## src/rtl/seq_gen_00_10_11_if.sv

```systemverilog
`default_nettype none
// ============================================================================
//  Module      : seq_gen_00_10_11_if
//  Description : Control and symbol bundle between a stimulus controller
//                (master) and the 00->10->11 stimulus generator (slave).
//  Revision    : 1.0 - initial release
// ============================================================================
interface seq_gen_00_10_11_if;
  logic       start;
  logic       stop;
  logic [1:0] mode;
  logic       x2;
  logic       x1;
  logic       busy;
  logic       done;
  logic [1:0] sym_idx;
  logic       expect_z;

  modport master (
    output start, stop, mode,
    input  x2, x1, busy, done, sym_idx, expect_z
  );

  modport slave (
    input  start, stop, mode,
    output x2, x1, busy, done, sym_idx, expect_z
  );
endinterface
`default_nettype wire

```

## src/rtl/seq_gen_00_10_11.sv

```systemverilog
`default_nettype none
// ============================================================================
//  Module      : seq_gen_00_10_11
//  Description : Stimulus transmitter for the 00->10->11 sequence detector.
//                Emits a mode-selected symbol sequence on {x2,x1}, holding
//                each symbol HOLD_CYCLES cycles, flags where z must be 1 and
//                pulses done after normal completion.
//  Revision    : 1.0 - initial release
// ============================================================================
module seq_gen_00_10_11 #(
  parameter int HOLD_CYCLES = 4,
  parameter int CNT_W       = 24
) (
  input  wire logic          clk,
  input  wire logic          rst_n,
  seq_gen_00_10_11_if.slave  sg
);

  typedef enum logic [1:0] {
    IDLE = 2'd0,
    EMIT = 2'd1,
    DONE = 2'd2
  } state_t;

  localparam logic [CNT_W-1:0] c_term = CNT_W'(HOLD_CYCLES - 1);
  localparam logic [CNT_W-1:0] c_one  = CNT_W'(1);

  state_t           r_state, w_state_nxt;
  logic [CNT_W-1:0] r_cnt,   w_cnt_nxt;
  logic [1:0]       r_mode,  w_mode_nxt;
  logic [1:0]       r_idx,   w_idx_nxt;
  logic [1:0]       r_x,     w_x_nxt;
  logic             r_busy,  w_busy_nxt;
  logic             r_done,  w_done_nxt;
  logic             r_ez,    w_ez_nxt;
  logic [1:0]       w_last;

  // Symbol table: {x2,x1} for a given mode and position in the sequence.
  function automatic logic [1:0] symbol(input logic [1:0] mode, input logic [1:0] idx);
    logic [1:0] s;
    s = 2'b00;
    case (mode)
      2'd0, 2'd2: case (idx)
                    2'd1:    s = 2'b10;
                    2'd2:    s = 2'b11;
                    default: s = 2'b00;
                  endcase
      2'd1:       case (idx)
                    2'd1:    s = 2'b10;
                    2'd2:    s = 2'b01;
                    default: s = 2'b00;
                  endcase
      default:    case (idx)
                    2'd1:    s = 2'b01;
                    2'd2:    s = 2'b11;
                    2'd3:    s = 2'b10;
                    default: s = 2'b00;
                  endcase
    endcase
    return s;
  endfunction

  // Next-state logic; outputs are precomputed from the next state so that
  // every output leaves a flop aligned with the symbol it describes.
  always_comb begin
    w_state_nxt = r_state;
    w_cnt_nxt   = r_cnt;
    w_mode_nxt  = r_mode;
    w_idx_nxt   = r_idx;
    w_last      = (r_mode == 2'd3) ? 2'd3 : 2'd2;

    case (r_state)
      IDLE: begin
        if (sg.start && !sg.stop) begin
          w_state_nxt = EMIT;
          w_mode_nxt  = sg.mode;
          w_idx_nxt   = 2'd0;
          w_cnt_nxt   = '0;
        end
      end
      EMIT: begin
        if (sg.stop) begin
          w_state_nxt = IDLE;
          w_idx_nxt   = 2'd0;
          w_cnt_nxt   = '0;
        end else if (r_cnt == c_term) begin
          w_cnt_nxt = '0;
          if (r_idx == w_last) begin
            // Looping mode rewinds with no gap; the others finish.
            w_idx_nxt = 2'd0;
            if (r_mode != 2'd2) begin
              w_state_nxt = DONE;
            end
          end else begin
            w_idx_nxt = r_idx + 2'd1;
          end
        end else begin
          w_cnt_nxt = r_cnt + c_one;
        end
      end
      DONE: begin
        w_state_nxt = IDLE;
        w_idx_nxt   = 2'd0;
        w_cnt_nxt   = '0;
      end
      default: begin
        w_state_nxt = IDLE;
        w_idx_nxt   = 2'd0;
        w_cnt_nxt   = '0;
      end
    endcase

    w_busy_nxt = (w_state_nxt == EMIT);
    w_done_nxt = (w_state_nxt == DONE);
    w_x_nxt    = w_busy_nxt ? symbol(w_mode_nxt, w_idx_nxt) : 2'b00;
    // Only modes 0 and 2 (bit0 clear) form the valid 00->10->11 pattern.
    w_ez_nxt   = w_busy_nxt && !w_mode_nxt[0] && (w_idx_nxt == 2'd2);
  end

  // State, counter and registered outputs with synchronous active-low reset.
  always_ff @(posedge clk) begin
    if (!rst_n) begin
      r_state <= IDLE;
      r_cnt   <= '0;
      r_mode  <= 2'd0;
      r_idx   <= 2'd0;
      r_x     <= 2'b00;
      r_busy  <= 1'b0;
      r_done  <= 1'b0;
      r_ez    <= 1'b0;
    end else begin
      r_state <= w_state_nxt;
      r_cnt   <= w_cnt_nxt;
      r_mode  <= w_mode_nxt;
      r_idx   <= w_idx_nxt;
      r_x     <= w_x_nxt;
      r_busy  <= w_busy_nxt;
      r_done  <= w_done_nxt;
      r_ez    <= w_ez_nxt;
    end
  end

  assign sg.x2       = r_x[1];
  assign sg.x1       = r_x[0];
  assign sg.busy     = r_busy;
  assign sg.done     = r_done;
  assign sg.sym_idx  = r_idx;
  assign sg.expect_z = r_ez;

endmodule
`default_nettype wire

```

## src/flat_wrapper.sv

```systemverilog
// flat-port wrapper written by rule: the top's interface ports become plain ports
module seq_gen_00_10_11_flat 
#(
  parameter int HOLD_CYCLES = 4,
  parameter int CNT_W       = 24
)
  (clk, rst_n, sg_start, sg_stop, sg_mode, sg_x2, sg_x1, sg_busy, sg_done, sg_sym_idx, sg_expect_z);
  seq_gen_00_10_11_if sg_i ();
  input  wire logic clk;
  input  wire logic rst_n;
  input wire logic [$bits(sg_i.start)-1:0] sg_start;
  input wire logic [$bits(sg_i.stop)-1:0] sg_stop;
  input wire logic [$bits(sg_i.mode)-1:0] sg_mode;
  output wire logic [$bits(sg_i.x2)-1:0] sg_x2;
  output wire logic [$bits(sg_i.x1)-1:0] sg_x1;
  output wire logic [$bits(sg_i.busy)-1:0] sg_busy;
  output wire logic [$bits(sg_i.done)-1:0] sg_done;
  output wire logic [$bits(sg_i.sym_idx)-1:0] sg_sym_idx;
  output wire logic [$bits(sg_i.expect_z)-1:0] sg_expect_z;
  assign sg_i.start = sg_start;
  assign sg_i.stop = sg_stop;
  assign sg_i.mode = sg_mode;
  assign sg_x2 = sg_i.x2;
  assign sg_x1 = sg_i.x1;
  assign sg_busy = sg_i.busy;
  assign sg_done = sg_i.done;
  assign sg_sym_idx = sg_i.sym_idx;
  assign sg_expect_z = sg_i.expect_z;
  seq_gen_00_10_11 #(.HOLD_CYCLES(HOLD_CYCLES), .CNT_W(CNT_W)) u_core (.clk(clk), .rst_n(rst_n), .sg(sg_i));
endmodule
```

## config.mk

```make
export PLATFORM = sky130hd
export DESIGN_NAME = seq_gen_00_10_11_flat
export DESIGN_NICKNAME = d
export VERILOG_FILES = /design/src/rtl/seq_gen_00_10_11_if.sv /design/src/rtl/seq_gen_00_10_11.sv /design/src/flat_wrapper.sv
export SDC_FILE = /design/constraint.sdc
export NUM_CORES = 1
export LEC_CHECK = 0
export BUFFER_PORTS_ARGS = -buffer_cell sky130_fd_sc_hd__buf_2
export CORE_UTILIZATION = 55
export CTS_BUF_LIST = sky130_fd_sc_hd__clkbuf_8
export DETAILED_ROUTE_END_ITERATION = 10
export PLACE_DENSITY = 0.81
export SLEW_MARGIN = 20
export SYNTH_ARGS = -nofsm -noshare
export SYNTH_HDL_FRONTEND = slang
export SYNTH_SLANG_ARGS = --single-unit
export TNS_END_PERCENT = 100
```

## constraint.sdc

```tcl
create_clock -name clk -period 3.6 [get_ports clk]
set_input_delay 0 -clock clk [delete_from_list [all_inputs] [get_ports clk]]
set_output_delay 0 -clock clk [all_outputs]
set_load 0.01 [all_outputs]
```

Word level (Yosys, flattened, before mapping)
Index checks and enable logic that the tools add are counted.
{"block": "word_totals", "input_bits": 6, "ff_bits": 35, "output_inout_bits": 7}
{"block": "classes", "addsub": 2, "n_reduce_logical": 9, "eq_ne": 13, "mux": 22}
{"cell": "24-bit 2-to-1 mux", "n": 3}
{"cell": "24-bit case mux with 2 select lines", "n": 1}
{"cell": "24-bit by 1-bit adder with 24-bit output, second input constant", "n": 1}
{"cell": "24-bit by 2-bit equality test with 1-bit output, second input constant", "n": 1}
{"cell": "2-bit 2-to-1 mux", "n": 11}
{"cell": "2-bit case mux with 2 select lines", "n": 5}
{"cell": "2-bit equality test, second input constant", "n": 5}
{"cell": "2-bit by 1-bit equality test with 1-bit output, second input constant", "n": 4}
{"cell": "2-bit case mux with 3 select lines", "n": 1}
{"cell": "2-bit logical NOT", "n": 2}
{"cell": "1-bit logical AND", "n": 3}
{"cell": "2-bit by 1-bit adder with 2-bit output, second input constant", "n": 1}
{"cell": "2-bit equality test", "n": 1}
{"cell": "1-bit logical NOT", "n": 2}
{"cell": "2-bit by 1-bit inequality test with 1-bit output, second input constant", "n": 1}
{"cell": "2-bit inequality test, second input constant", "n": 1}
{"cell": "2-bit AND reduction", "n": 1}
{"cell": "2-bit OR reduction", "n": 1}
{"cell": "1-bit 2-to-1 mux", "n": 1}

Depth between registers and ports, before layout
{"block": "logic_depth", "depth_word": 10, "depth_mapped": 9, "mapped_depth_nobuf": 9}

Least setup slack after synthesis
Ideal clock, no wire load.
{"block": "synth_timing", "kind": "register -> register", "start": "register u_core.r_cnt[0]", "end": "register u_core.r_x[1]", "required_time_ns": 3.481, "period_less_slack_ns": 2.479, "setup_time_ns": 0.119, "path_slack_ns": 1.121, "arrival_time_ns": 2.361, "stages_incl_launch_ff": 8, "path_cell_list": "dfxtp_1 -> ha_1 -> nor4b_2 -> nand4_2 -> or4b_1 -> and2_1 -> ha_1 -> o221a_2"}
{"block": "synth_via", "elab_chain_cells": 7, "word_cells_on_any_way": 16, "classes_between": "eq/ne (5); mux (10); reduce/logical (1)"}
{"element": "start: declaration", "line_no": "seq_gen_00_10_11.sv:29", "source": "logic [CNT_W-1:0] r_cnt, w_cnt_nxt;"}
{"element": "start signal: assignment", "line_no": "seq_gen_00_10_11.sv:133", "source": "r_cnt <= w_cnt_nxt;"}
{"element": "24-bit by 2-bit equality test with 1-bit output (*)", "line_no": "seq_gen_00_10_11.sv:86", "source": "end else if (r_cnt == c_term) begin"}
{"element": "2-bit 2-to-1 mux", "line_no": "seq_gen_00_10_11.sv:86"}
{"element": "2-bit 2-to-1 mux", "line_no": "seq_gen_00_10_11.sv:82", "source": "if (sg.stop) begin"}
{"element": "2-bit case mux with 2 select lines", "line_no": "seq_gen_00_10_11.sv:72", "source": "case (r_state)"}
{"element": "2-bit equality test, or another cell as far along", "line_no": "seq_gen_00_10_11.sv:53", "source": "default: case (idx)"}
{"element": "2-bit case mux with 3 select lines, or another cell as far along", "line_no": "seq_gen_00_10_11.sv:53"}
{"element": "2-bit case mux with 2 select lines", "line_no": "seq_gen_00_10_11.sv:42", "source": "case (mode)"}
{"element": "end signal: assignment", "line_no": "seq_gen_00_10_11.sv:136", "source": "r_x <= w_x_nxt;"}
{"element": "end: declaration", "line_no": "seq_gen_00_10_11.sv:32", "source": "logic [1:0] r_x, w_x_nxt;"}
Mark *: on every way between the ends. The rest lies on a longest branch, timed or not.
A chain may end at the register's enable or synchronous reset.

Final worst setup path
Same ends and word-level chain as after synthesis.

==> qor.yml <==
clock_tree:
  clockRootBuffer: "clkbuf_8"
  clk_pin_slew_ns: 0.07
  cts.sinks: 35
  post_cts_buffers: 0
  clock_latency_ns: 0.30
  cts.htree.levels: 2
  cts_resized: 0
  clock_path_buffers: 2
  cts_tree: "done"
  cts_buffers: 5
  holdBufCountCts: 0
worst_setup_path:
  r2r_slack_ns: 0.77
  cp-end-kind: "flip-flop"
  slowest_delay_ns: 0.64
  required_ns: 3.79
  worst-setup-path-type: "reg -> reg"
  crit_top_cell: "ha_1"
  cp-startpoint: "u_core.r_cnt[0]$_SDFFE_PN0P_"
  reg2reg_to: "u_core.r_x[1]$_SDFF_PN0_"
  worstRegToRegCells: 9
  endpoint: "u_core.r_x[1]$_SDFF_PN0_"
  cp_max_fo: 10
  cp_slowest_cell: "or4b_1"
  crit_chain: "ha_1 -> nor4b_2 -> nand4_2 -> or4b_1 -> and2_1 -> ha_1 -> nor2_1 -> nor3_1 -> o221a_2"
  reg2reg_from: "u_core.r_cnt[0]$_SDFFE_PN0P_"
  start_kind: "flip-flop"
  cp_num_buf_inv: 0
  cp.arrival_ns: 3.02
  critical-path-top-delay-family: "simple AND/OR/NAND/NOR gates"
  crit_cells: 9
synthesis:
  synth_seq_cells: 35
  syn_area_um2: 2000
  syn_nets: 230
  async_flop_share_pct: 0
  yosysSeqAreaShare_pct: 35.0
  synth_top_cells_by_area: "dfxtp_1 35%, a221oi_1 5.7%, ha_1 3.7%"
  yosysTopAreaCellShare_pct: 35.0
  synth_edf_count: 0
  ys_types: 56
  syn_inst: 218
  yosysWarningCount: 0
  yosys.area.top_type: "dfxtp_1"
  syn_avg_cell_area_um2: 9.19
  synth_flop_cell: "dfxtp_1"
global_routing:
  grt_max_degree: 24
  overflow: 0
  antenna_found_initial: 0
  track_usage_pct: 24.8
  grt_pass1_wl_um: 7730
  grt_pass1_vias: 1680
power:
  powerDensity_nw_per_um2: 353
  power_uw: 753
  ir_drop_mv: 0.286
  total_leakage_power_uw: 0.000671
timing:
  fin_ws_ns: 0.773
  period_needed_ns: 2.83
  skew_ns: 0.00811
  fin_tns_setup_ns: 0
  rsz0062_at_grt: "no"
  finalSetupViolations: 0
  fmax_ghz: 0.354
  slew_headroom_pct: 44.6
  hold_viol_final: 0
  post-route-period-util_pct: 78.5
  tightest_slew_ns: 0.832
  slew_viol_final: 0
route:
  drt_wl_total_um: 4510
  drtIter0Drc: 96
  dr_total_vias: 1778
  first_pass_iters: 4
  drc: 0
  wl_per_cell_um: 16.5
  postRouteAntennaNets: 0
  avgViaCountPerCell: 6.51
status:
  outcome: "completed"
cells_and_area:
  drive_above_1_share_pct: 15.9
  antenna_cells: 0
  n_fill_cell: 304
  instances_no_fill: 273
  most-common-layout-cells: "35 x dfxtp_1, 16 x nand2_1, 13 x o21ai_0, 13 x a221oi_1, 12 x buf_2"
  areaGrowthSynthToFinish_pct: 6.43
  final_nets: 238
  final_common_cell: "dfxtp_1"
floorplan:
  row_count: 21
  pin_count: 13
  design.core.area_um2: 3420
  dieWidth_um: 62.4
  die_area_um2: 3890
  initial_utilization_pct: 58.7
  die_h_um: 62.4
placement:
  gp_routability_congestion: 0.822
  dp_cells: 265
  hpwl_um: 3070
  dp_slack_ns: 0.839
  io_buffers: 12
worst_hold_path:
  min-delay-path-class: "in -> reg"
  worstHoldStart: "sg_mode[0]"
job:
  cap_violations: 0
## cell type report
| type | instances | area (um^2) | share of cell area (%) |
|---|---|---|---|
| Timing Repair Buffer | 13 | 67.6 | 3.17 |
| Clock inverter | 1 | 3.75 | 0.176 |
| Sequential cell | 35 | 701 | 32.8 |
| Inverter | 6 | 22.5 | 1.06 |
| Multi-Input combinational cell | 165 | 1180 | 55.5 |
| Tap cell | 46 | 57.6 | 2.70 |
| Clock buffer | 7 | 96.3 | 4.52 |
## cell families (layout without fill, tap and decap cells)
| kind of cell | after synthesis | in the layout | share of synthesized area, % |
|---|---|---|---|
| AO/OA/AOI/OAI | 64 | 64 | 24.8 |
| XOR/XNOR | 4 | 4 | 1.75 |
| adder cells (fa/ha/maj) | 6 | 6 | 3.75 |
| buffers and inverters | 18 | 27 | 5.93 |
| flip-flops | 35 | 35 | 35.0 |
| multiplexers | 3 | 3 | 1.56 |
| AND/OR/NAND/NOR | 88 | 88 | 27.2 |
## where the power goes
group          switching (uW)  internal, uW  total, uW
sequential               2.38           390        392
combinational            32.2          13.9       46.1
clock                     143           172        315
## worst reg2reg max path, stage by stage, from the launching register on
cell	delay, ns
dfxtp_1	0.38
ha_1	0.28
nor4b_2	0.25
nand4_2	0.29
or4b_1	0.65
and2_1	0.23
ha_1	0.21
nor2_1	0.10
nor3_1	0.07
o221a_2	0.27
## Yosys cell counts (4+ instances only)
cell / instances
a211oi_1: 8
a21oi_1: 4
a221oi_1: 13
and3_1: 4
dfxtp_1: 35
ha_1: 6
inv_1: 5
nand2_1: 16
nand3_1: 6
nand4_1: 8
nor2_1: 8
nor4_1: 4
o21ai_0: 13
o31ai_1: 6
or3_1: 11
or4_1: 8
xnor2_1: 4
## state kept, by name, summed over array words and instances (netlist names)
name / count
u_core.r_cnt: 24
u_core.r_mode: 2
u_core.r_state: 2
u_core.r_x: 2
u_core.sg.busy: 1
u_core.sg.done: 1
u_core.sg.expect_z: 1
u_core.sg.sym_idx: 2
## worst min path at each step
stage / endpoint / slack [ns] / cells after the start
after floorplan: u_core.r_mode[0]$_SDFF_PN0_ / 0.20 / 2
after global placement: u_core.r_mode[0]$_SDFF_PN0_ / 0.33 / 3
after detailed placement: u_core.r_mode[0]$_SDFF_PN0_ / 0.36 / 3
after CTS: u_core.r_mode[0]$_SDFF_PN0_ / 0.07 / 3
after global routing: u_core.sg.sym_idx[0]$_SDFF_PN0_ / 0.1 / 3
final: u_core.r_mode[0]$_SDFF_PN0_ / 0.07 / 3
## through the flow
step | area (um^2) | util (%) | hold WS [ns]
global route | 2130 | 62.5 | 0.0967
CTS | 2130 | 62.5 | 0.0665
floorplan | 2000 | - | 0.196
global placement | 2030 | 59.5 | 0.333
finish | 2130 | 62.5 | 0.0732
detailed placement | 2030 | 59.5 | 0.358
## per-layer routing
layer  vias to the layer above  wire length, um  track usage (%)
li1                        878                -                -
met3                         6              241             5.29
met2                        41             2020             38.0
met5                         -                0                0
met1                       853             2190             34.1
met4                         0               63             9.59
Power figures use the tool's default switching activity.
